--- src/rtl/regfile_pkg.sv ---
// Shared definitions for the parameterised register file: FSM states and a
// ceiling-log2 helper used to size address ports.
package regfile_pkg;

  typedef enum logic {
    CLEAR = 1'b0,
    IDLE  = 1'b1
  } state_t;

  function automatic int clog2(input int value);
    int result;
    int remaining;
    result    = 0;
    remaining = value - 1;
    while (remaining > 0) begin
      result++;
      remaining = remaining >> 1;
    end
    return result;
  endfunction

endpackage

--- src/rtl/param_regfile_be_merge.sv ---
// Byte-enable merge: each byte of the result comes from new_data when its
// enable bit is set, otherwise from old_data.
module be_merge #(
  parameter  int WIDTH = 32,
  localparam int NB    = WIDTH / 8
) (
  input  logic [WIDTH-1:0] old_data,
  input  logic [WIDTH-1:0] new_data,
  input  logic [NB-1:0]    be,
  output logic [WIDTH-1:0] merged
);

  for (genvar i = 0; i < NB; i++) begin : g_byte
    assign merged[8*i +: 8] = be[i] ? new_data[8*i +: 8] : old_data[8*i +: 8];
  end

endmodule

--- src/rtl/param_regfile.sv ---
// Two-read, one-write register file with byte enables, optional hard-wired
// zero register, optional write-to-read bypass and a full-array clear sweep.
module param_regfile
  import regfile_pkg::*;
#(
  parameter  int WIDTH    = 32,
  parameter  int DEPTH    = 32,
  parameter  int ZERO_REG = 1,
  parameter  int BYPASS   = 0,
  localparam int AW       = clog2(DEPTH),
  localparam int NB       = WIDTH / 8
) (
  input  logic             clk,
  input  logic             rst_n,
  input  logic             wr_en,
  input  logic [AW-1:0]    wr_addr,
  input  logic [WIDTH-1:0] wr_data,
  input  logic [NB-1:0]    wr_be,
  input  logic [AW-1:0]    rd_addr_a,
  input  logic [AW-1:0]    rd_addr_b,
  output logic [WIDTH-1:0] rd_data_a,
  output logic [WIDTH-1:0] rd_data_b,
  input  logic             clr_req,
  output logic             busy
);

  state_t           state;
  state_t           next_state;
  logic [AW-1:0]    ptr;
  logic [AW-1:0]    next_ptr;
  logic [WIDTH-1:0] mem [DEPTH];
  logic [WIDTH-1:0] wr_merged;
  logic             wr_to_zero;
  logic             do_write;
  logic             hit_a;
  logic             hit_b;

  // Reset parks the FSM in CLEAR so the array is swept once reset lifts.
  always_ff @(posedge clk or negedge rst_n) begin
    if (!rst_n) begin
      state <= CLEAR;
      ptr   <= '0;
    end else begin
      state <= next_state;
      ptr   <= next_ptr;
    end
  end

  always_comb begin
    next_state = state;
    next_ptr   = ptr;
    case (state)
      CLEAR: begin
        next_ptr = ptr + 1'b1;
        if (ptr == AW'(DEPTH - 1)) begin
          next_state = IDLE;
        end
      end
      IDLE: begin
        if (clr_req) begin
          next_state = CLEAR;
          next_ptr   = '0;
        end
      end
      default: begin
        next_state = CLEAR;
        next_ptr   = '0;
      end
    endcase
  end

  assign busy = (state == CLEAR);

  // One merge unit serves both the array write and the bypass read path.
  be_merge #(
    .WIDTH (WIDTH)
  ) u_merge (
    .old_data (mem[wr_addr]),
    .new_data (wr_data),
    .be       (wr_be),
    .merged   (wr_merged)
  );

  assign wr_to_zero = (ZERO_REG != 0) && (wr_addr == '0);
  assign do_write   = (state == IDLE) && wr_en && !wr_to_zero;

  always_ff @(posedge clk) begin
    if (state == CLEAR) begin
      mem[ptr] <= '0;
    end else if (do_write) begin
      mem[wr_addr] <= wr_merged;
    end
  end

  assign hit_a = (BYPASS != 0) && wr_en && (wr_addr == rd_addr_a);
  assign hit_b = (BYPASS != 0) && wr_en && (wr_addr == rd_addr_b);

  // Busy masking has priority, then the zero register, then the bypass.
  always_comb begin
    rd_data_a = mem[rd_addr_a];
    if (busy || ((ZERO_REG != 0) && (rd_addr_a == '0))) begin
      rd_data_a = '0;
    end else if (hit_a) begin
      rd_data_a = wr_merged;
    end
  end

  always_comb begin
    rd_data_b = mem[rd_addr_b];
    if (busy || ((ZERO_REG != 0) && (rd_addr_b == '0))) begin
      rd_data_b = '0;
    end else if (hit_b) begin
      rd_data_b = wr_merged;
    end
  end

endmodule
--- config.mk ---
export PLATFORM = sky130hd
export DESIGN_NAME = param_regfile
export DESIGN_NICKNAME = d
export VERILOG_FILES = /design/src/rtl/regfile_pkg.sv /design/src/rtl/param_regfile_be_merge.sv /design/src/rtl/param_regfile.sv
export SDC_FILE = /design/constraint.sdc
export NUM_CORES = 1
export LEC_CHECK = 0
export CAP_MARGIN = 10
export CORE_UTILIZATION = 45
export CTS_CLUSTER_DIAMETER = 60
export DETAILED_ROUTE_END_ITERATION = 10
export GPL_TIMING_DRIVEN = 0
export SLEW_MARGIN = 20
export SYNTH_ARGS = -nofsm -noshare
export SYNTH_HDL_FRONTEND = slang
export SYNTH_SLANG_ARGS = --single-unit
--- constraint.sdc ---
create_clock -name clk -period 7.9 [get_ports clk]
set_input_delay 1.185 -clock clk [delete_from_list [all_inputs] [get_ports clk]]
set_output_delay 1.185 -clock clk [all_outputs]
set_load 0.005 [all_outputs]
Yosys cells after proc, flatten, opt, wreduce, memory -nomap -nowiden
Memories as Yosys holds them, arrays and structs flattened.
Index checks and enable logic that the tools add are counted.
{"block": "totals", "ram_bits": 1024, "memories": 1, "out_inout_bits": 65, "input_bits": 55, "regBits": 6, "wordCells": 42}
{"block": "op_classes", "n_addsub": 1, "reduce_logical": 13, "n_bitwise": 1, "eq_ne": 6, "mux": 18}
{"name": "mem", "words": 32, "word_bits": 32, "read_ports": 2, "rd_ports_with_merged_regs": 0, "write_ports": 1, "line": "param_regfile.sv:31", "source": "logic [WIDTH-1:0] mem [DEPTH];"}
{"cell": "two-way mux 32 bit", "count": 3}
{"cell": "two-way mux 8 bit", "count": 4}
{"cell": "OR reduction 32 bit", "count": 1}
{"cell": "zero test 5 bit", "count": 3}
{"cell": "two-way mux 5 bit", "count": 2}
{"cell": "one-hot mux 5 bit (2 select lines)", "count": 1}
{"cell": "AND reduction 2 bit", "count": 4}
{"cell": "two-way mux 1 bit", "count": 6}
{"cell": "adder 5 x 1 -> 5 bit (second input constant)", "count": 1}
{"cell": "== test 5 bit (second input constant)", "count": 1}
{"cell": "two-way mux 4 bit", "count": 1}
{"cell": "!= test 1 bit (second input constant)", "count": 4}
{"cell": "logical AND 1 bit", "count": 2}
{"cell": "logical OR 1 bit", "count": 2}
{"cell": "!= test 2 bit (second input constant)", "count": 1}
{"cell": "one-hot mux 1 bit (2 select lines)", "count": 1}
{"cell": "zero test 1 bit", "count": 1}
{"cell": "inverter 1 bit", "count": 1}

Longest topological paths before layout
{"block": "logic_depth", "word_depth": 9, "mapped_depth": 8, "depth_no_buf": 5}

Modules after synthesis
Synthesis repeated with hierarchy kept, for this count alone.
{"block": "unflattened", "hier_cells": 3036, "area_unflattened_um2": 56391.6}
{"mod": "param_regfile", "seq_area_each_um2": 30899.6, "area_per_inst_um2": 55866.1, "cells_per_inst": 3000, "n_inst": 1}
{"mod": "be_merge", "seq_area_each_um2": 0.0, "area_per_inst_um2": 525.5, "cells_per_inst": 36, "n_inst": 1}

Least setup slack after synthesis
Ideal clock, no wire load.
{"block": "synth_path", "path_kind": "input to output", "start": "in rd_addr_b[1]", "end": "out rd_data_b[10]", "cell_stages": 7, "setup_slack_ns": 4.043, "required_ns": 6.715, "t_arrival_ns": 2.672, "path_cell_list": "buf_4 buf_4 clkbuf_1 mux4_2 a22o_1 a31oi_1 nand4_1"}
{"block": "synth_via", "elab_chain_len": 3, "elab_cells_between_ends": 4, "classes_between": "mux (1); reduce/logical (2); memory (1)"}
{"element": "start, declared", "line": "param_regfile.sv:20", "source": "input logic [AW-1:0] rd_addr_b,"}
{"element": "parallel branches: the longest is 2 deep, another holds memory (32 x 32 bit)"}
{"element": "two-way mux 32 bit *", "line": "param_regfile.sv:110", "source": "if (busy || ((ZERO_REG != 0) && (rd_addr_b == '0))) begin"}
{"element": "end, declared", "line": "param_regfile.sv:22", "source": "output logic [WIDTH-1:0] rd_data_b,"}
Every way passes the cells marked *.

Worst setup path after layout
{"block": "layout_path", "start": "in rd_addr_b[2]", "end": "out rd_data_b[17]"}
The elaborated chain is that of the path after synthesis.

==> impl_metrics.xml <==
<?xml version="1.0" encoding="UTF-8"?>
<metrics>
  <group name="placement">
    <metric name="port-buffer-count" unit="">114</metric>
    <metric name="place.gp.congestion" unit="">1.020</metric>
    <metric name="post-dp-hpwl" unit="mm">147.4</metric>
    <metric name="dp_worst_setup_slack" unit="ps">1500</metric>
  </group>
  <group name="route">
    <metric name="drtAntennaViolNets" unit="">0</metric>
    <metric name="drc_violations" unit="">0</metric>
    <metric name="vias_per_cell" unit="">7.126</metric>
    <metric name="via_count" unit="">34990</metric>
    <metric name="wl" unit="mm">208.9</metric>
    <metric name="detail_route.wl_per_cell" unit="um">42.54</metric>
    <metric name="detailedRoute.firstPassIterationCount" unit="">7</metric>
    <metric name="drtIter0Drc" unit="">5484</metric>
  </group>
  <group name="worst_hold_path">
    <metric name="hold_path_depth" unit="">2</metric>
    <metric name="min_delay_startpoint" unit="">ptr[1]$_DFFE_PN0P_</metric>
    <metric name="hold_path.class" unit="">register to register</metric>
    <metric name="hold_path_end" unit="">ptr[1]$_DFFE_PN0P_</metric>
  </group>
  <group name="clock_tree">
    <metric name="cts-buffers-inserted" unit="">116</metric>
    <metric name="ctsRootBufferMaster" unit="">clkbuf_16</metric>
    <metric name="postCtsSetupRepairBufs" unit="">0</metric>
    <metric name="cts-htree-levels" unit="">3</metric>
    <metric name="post_cts_resize_count" unit="">0</metric>
    <metric name="post_cts_hold_buffer_count" unit="">0</metric>
    <metric name="cts_tree" unit="">built</metric>
    <metric name="clk_latency_worst_skew_pair" unit="ps">730</metric>
    <metric name="clock_tree.buffer_depth" unit="">3</metric>
    <metric name="sinks_on_clock_net" unit="">1030</metric>
    <metric name="clock_slew_at_the_register_clock_pins_of_the_worst_setup_and_hold_paths" unit="ps">60</metric>
  </group>
  <group name="logic_synthesis">
    <metric name="yosys_register_bits" unit="">1030</metric>
    <metric name="synth-warning-count" unit="">0</metric>
    <metric name="synth_enable_flop_cells" unit="">1024</metric>
    <metric name="post_synth_inst_count" unit="">3041</metric>
    <metric name="yosysUniqueCellTypes" unit="">52</metric>
    <metric name="synth_sequential_area_ratio" unit="">0.6298</metric>
    <metric name="synth.net_count" unit="">3098</metric>
    <metric name="syn-mean-instance-area" unit="sq um">16.13</metric>
    <metric name="async_reset_ff_frac" unit="">0.005825</metric>
    <metric name="predominant_post_synthesis_flop_cell" unit="">edfxtp_1</metric>
    <metric name="netlist_area" unit="sq mm">0.04906</metric>
  </group>
  <group name="sta">
    <metric name="max_freq" unit="MHz">154.0</metric>
    <metric name="finalHoldViolCount" unit="">0</metric>
    <metric name="final-max-slew-violation-count" unit="">0</metric>
    <metric name="worst-slew-pin-transition" unit="ps">1285</metric>
    <metric name="worst_clock_skew" unit="ps">31.57</metric>
    <metric name="layout_setup_ws" unit="ps">1405</metric>
    <metric name="layout_worst_path_cycle_share" unit="">0.8221</metric>
    <metric name="setup_repair_after_global_routing_missed_its_margin" unit="">no</metric>
    <metric name="tmin_final" unit="ps">6495</metric>
    <metric name="timing.hold.ws" unit="ps">649.2</metric>
    <metric name="timing.slew.headroom" unit="">0.1188</metric>
    <metric name="fin_tns_setup" unit="ps">0</metric>
    <metric name="setup_viol" unit="">0</metric>
  </group>
  <group name="grt">
    <metric name="number_of_global_route_vias_before_repair" unit="">34530</metric>
    <metric name="globalRouteTotalUtil" unit="">0.3741</metric>
    <metric name="grt_antenna_before_repair" unit="">8</metric>
    <metric name="grt_start_max_net_pins" unit="">33</metric>
    <metric name="grt-ovfl-total" unit="">0</metric>
    <metric name="global_route_wire_length_before_repair" unit="mm">278.9</metric>
  </group>
  <group name="die">
    <metric name="floorplan.rows" unit="">120</metric>
    <metric name="ios" unit="">120</metric>
    <metric name="die_y" unit="um">332.2</metric>
    <metric name="coreArea" unit="sq mm">0.1075</metric>
    <metric name="die_width" unit="um">332.2</metric>
    <metric name="start_util" unit="">0.4564</metric>
    <metric name="fp.dieArea" unit="sq mm">0.1104</metric>
  </group>
  <group name="critical_path">
    <metric name="worstReg2RegEnd" unit="">mem[25][22]$_DFFE_PP_</metric>
    <metric name="cp_num_buf_inv" unit="">5</metric>
    <metric name="timing.critical_path.mode_cell" unit="">buf_2</metric>
    <metric name="r2r_slack" unit="ps">4000</metric>
    <metric name="cpLargestDelayFamily" unit="">buffers and inverters</metric>
    <metric name="crit-reg2reg-launch" unit="">state$_DFF_PN0_</metric>
    <metric name="critical_path.startpoint_type" unit="">input pin</metric>
    <metric name="critical_path_required" unit="ps">6710</metric>
    <metric name="path_cells" unit="">clkdlybuf4s50_1 &gt; buf_2 &gt; buf_2 &gt; buf_2 &gt; mux2i_1 &gt; a22oi_1 &gt; a31oi_1 &gt; nand4_1 &gt; clkdlybuf4s50_1</metric>
    <metric name="timing.critical_path.slowest_cell_delay" unit="ps">710</metric>
    <metric name="ff2ff_path_depth" unit="">7</metric>
    <metric name="critPathArrivalTime" unit="ps">5310</metric>
    <metric name="worstSetupEndpointType" unit="">primary output</metric>
    <metric name="criticalPathCategory" unit="">input pin to primary output</metric>
    <metric name="critPathSlowestCell" unit="">clkdlybuf4s50_1</metric>
    <metric name="worstPathMaxFanout" unit="">10</metric>
  </group>
  <group name="flow_run">
    <metric name="cap_violations" unit="">0</metric>
  </group>
  <group name="final_layout">
    <metric name="areaGrowthSynthToFinish" unit="%">17.65</metric>
    <metric name="most-common-layout-cells" unit="">edfxtp_1 (1024), mux2i_1 (521), mux4_2 (252), a22oi_1 (234), nand3_1 (131)</metric>
    <metric name="drive_above_1_share" unit="">0.2578</metric>
    <metric name="multi_input_area" unit="sq mm">0.01770</metric>
    <metric name="nNetsFinal" unit="">3459</metric>
    <metric name="mostFrequentLayoutCell" unit="">edfxtp_1</metric>
    <metric name="layout.filler_cells" unit="">8654</metric>
    <metric name="layout.area.seq" unit="sq mm">0.03090</metric>
  </group>
  <group name="power_and_ir_drop">
    <metric name="power_density" unit="mW/mm^2">273.0</metric>
    <metric name="ir_worst_vdd" unit="uV">185.0</metric>
    <metric name="power_leakage" unit="nW">20.15</metric>
  </group>
  <group name="status">
    <metric name="outcome" unit="">complete, no violations</metric>
  </group>
</metrics>
-- power by group --
group          leakage (nW)  switching (mW)  internal (mW)
clock                  1.86            2.33           3.17
combinational          8.70            2.24           1.01
sequential             9.59           0.258           6.75
-- cell type report --
class | count | area share
clock buffers | 140 | 0.05259
flip-flops and latches | 1030 | 0.5353
inverters | 3 | 0.0001951
clock inverters | 79 | 0.01342
plain buffers | 263 | 0.02230
well taps | 1403 | 0.03041
multi-input cells | 1745 | 0.3067
diodes | 4 | 0.0001734
repair buffers | 243 | 0.03891
-- worst max path at each step --
stage                  from             to  cells past startpoint
6_report       rd_addr_b[2]  rd_data_b[17]                      9
5_1_grt        rd_addr_b[2]  rd_data_b[17]                      9
4_1_cts        rd_addr_b[2]  rd_data_b[17]                      9
3_5_place_dp   rd_addr_b[2]  rd_data_b[17]                      9
3_3_place_gp   rd_addr_b[4]  rd_data_b[16]                      8
2_1_floorplan  rd_addr_b[1]  rd_data_b[10]                      7
-- cells in the mapped netlist (42+ instances only) --
cell type / instances / area (sq um)
edfxtp_1: 1024 / 30750
mux2i_1: 525 / 5255
mux4_2: 252 / 5675
a22oi_1: 234 / 1757
nor3_1: 134 / 670.6
nand3_1: 131 / 655.6
clkbuf_1: 117 / 439.2
buf_2: 115 / 575.6
nand2_1: 103 / 386.6
nand4_1: 65 / 406.6
a22o_1: 56 / 490.5
a31oi_1: 56 / 350.3
a21oi_1: 42 / 210.2
-- per-stage QoR --
| stage | power [mW] | utilization | std cells | area, sq um |
|---|---|---|---|---|
| finish | 15.76 | 0.5369 | 4910 | 57720 |
| floorplan | 8.527 | - | 3041 | 49060 |
| CTS | 15.58 | 0.5364 | 4906 | 57660 |
| global route | 15.98 | 0.5369 | 4907 | 57720 |
| detailed placement | 10.21 | 0.5009 | 4687 | 53850 |
| global placement | 9.786 | 0.4833 | 4558 | 51960 |
-- state kept, by name, indices dropped and copies added, names as in the netlist --
name   count
state      1
ptr        5
mem     1024
-- worst register-to-register path: stages (launching register included) --
cell and delay [ps]:
dfrtp_1 660, nand2_1 250, a211oi_2 390, buf_6 270, mux2i_1 1060, buf_2 560, nor3_2 210, buf_4 270
-- kinds of logic (layout without fill, tap and decap cells) --
logic type | Yosys count | count (layout) | synth area share
adder cells (fa/ha/maj) | 2 | 2 | 0.0005100
flip-flops | 1030 | 1030 | 0.6298
buffers and inverters | 266 | 728 | 0.02558
multiplexers | 788 | 788 | 0.2257
AND/OR/NAND/NOR | 544 | 544 | 0.05733
AO/OA/AOI/OAI | 409 | 409 | 0.06069
XOR/XNOR | 2 | 2 | 0.0003571
other | 0 | 4 | 0
-- per-layer routing --
layer	vias to the layer above	GRT usage	routed length (um)	part of all wire
met5	-	0.004342	207	0.00099
met4	9	0.2635	17380	0.083
met3	760	0.1254	27010	0.13
met2	2867	0.5617	91330	0.44
met1	18020	0.4543	72950	0.35
li1	13340	-	-	-
Note: power is estimated with default switching activity, not from simulation.
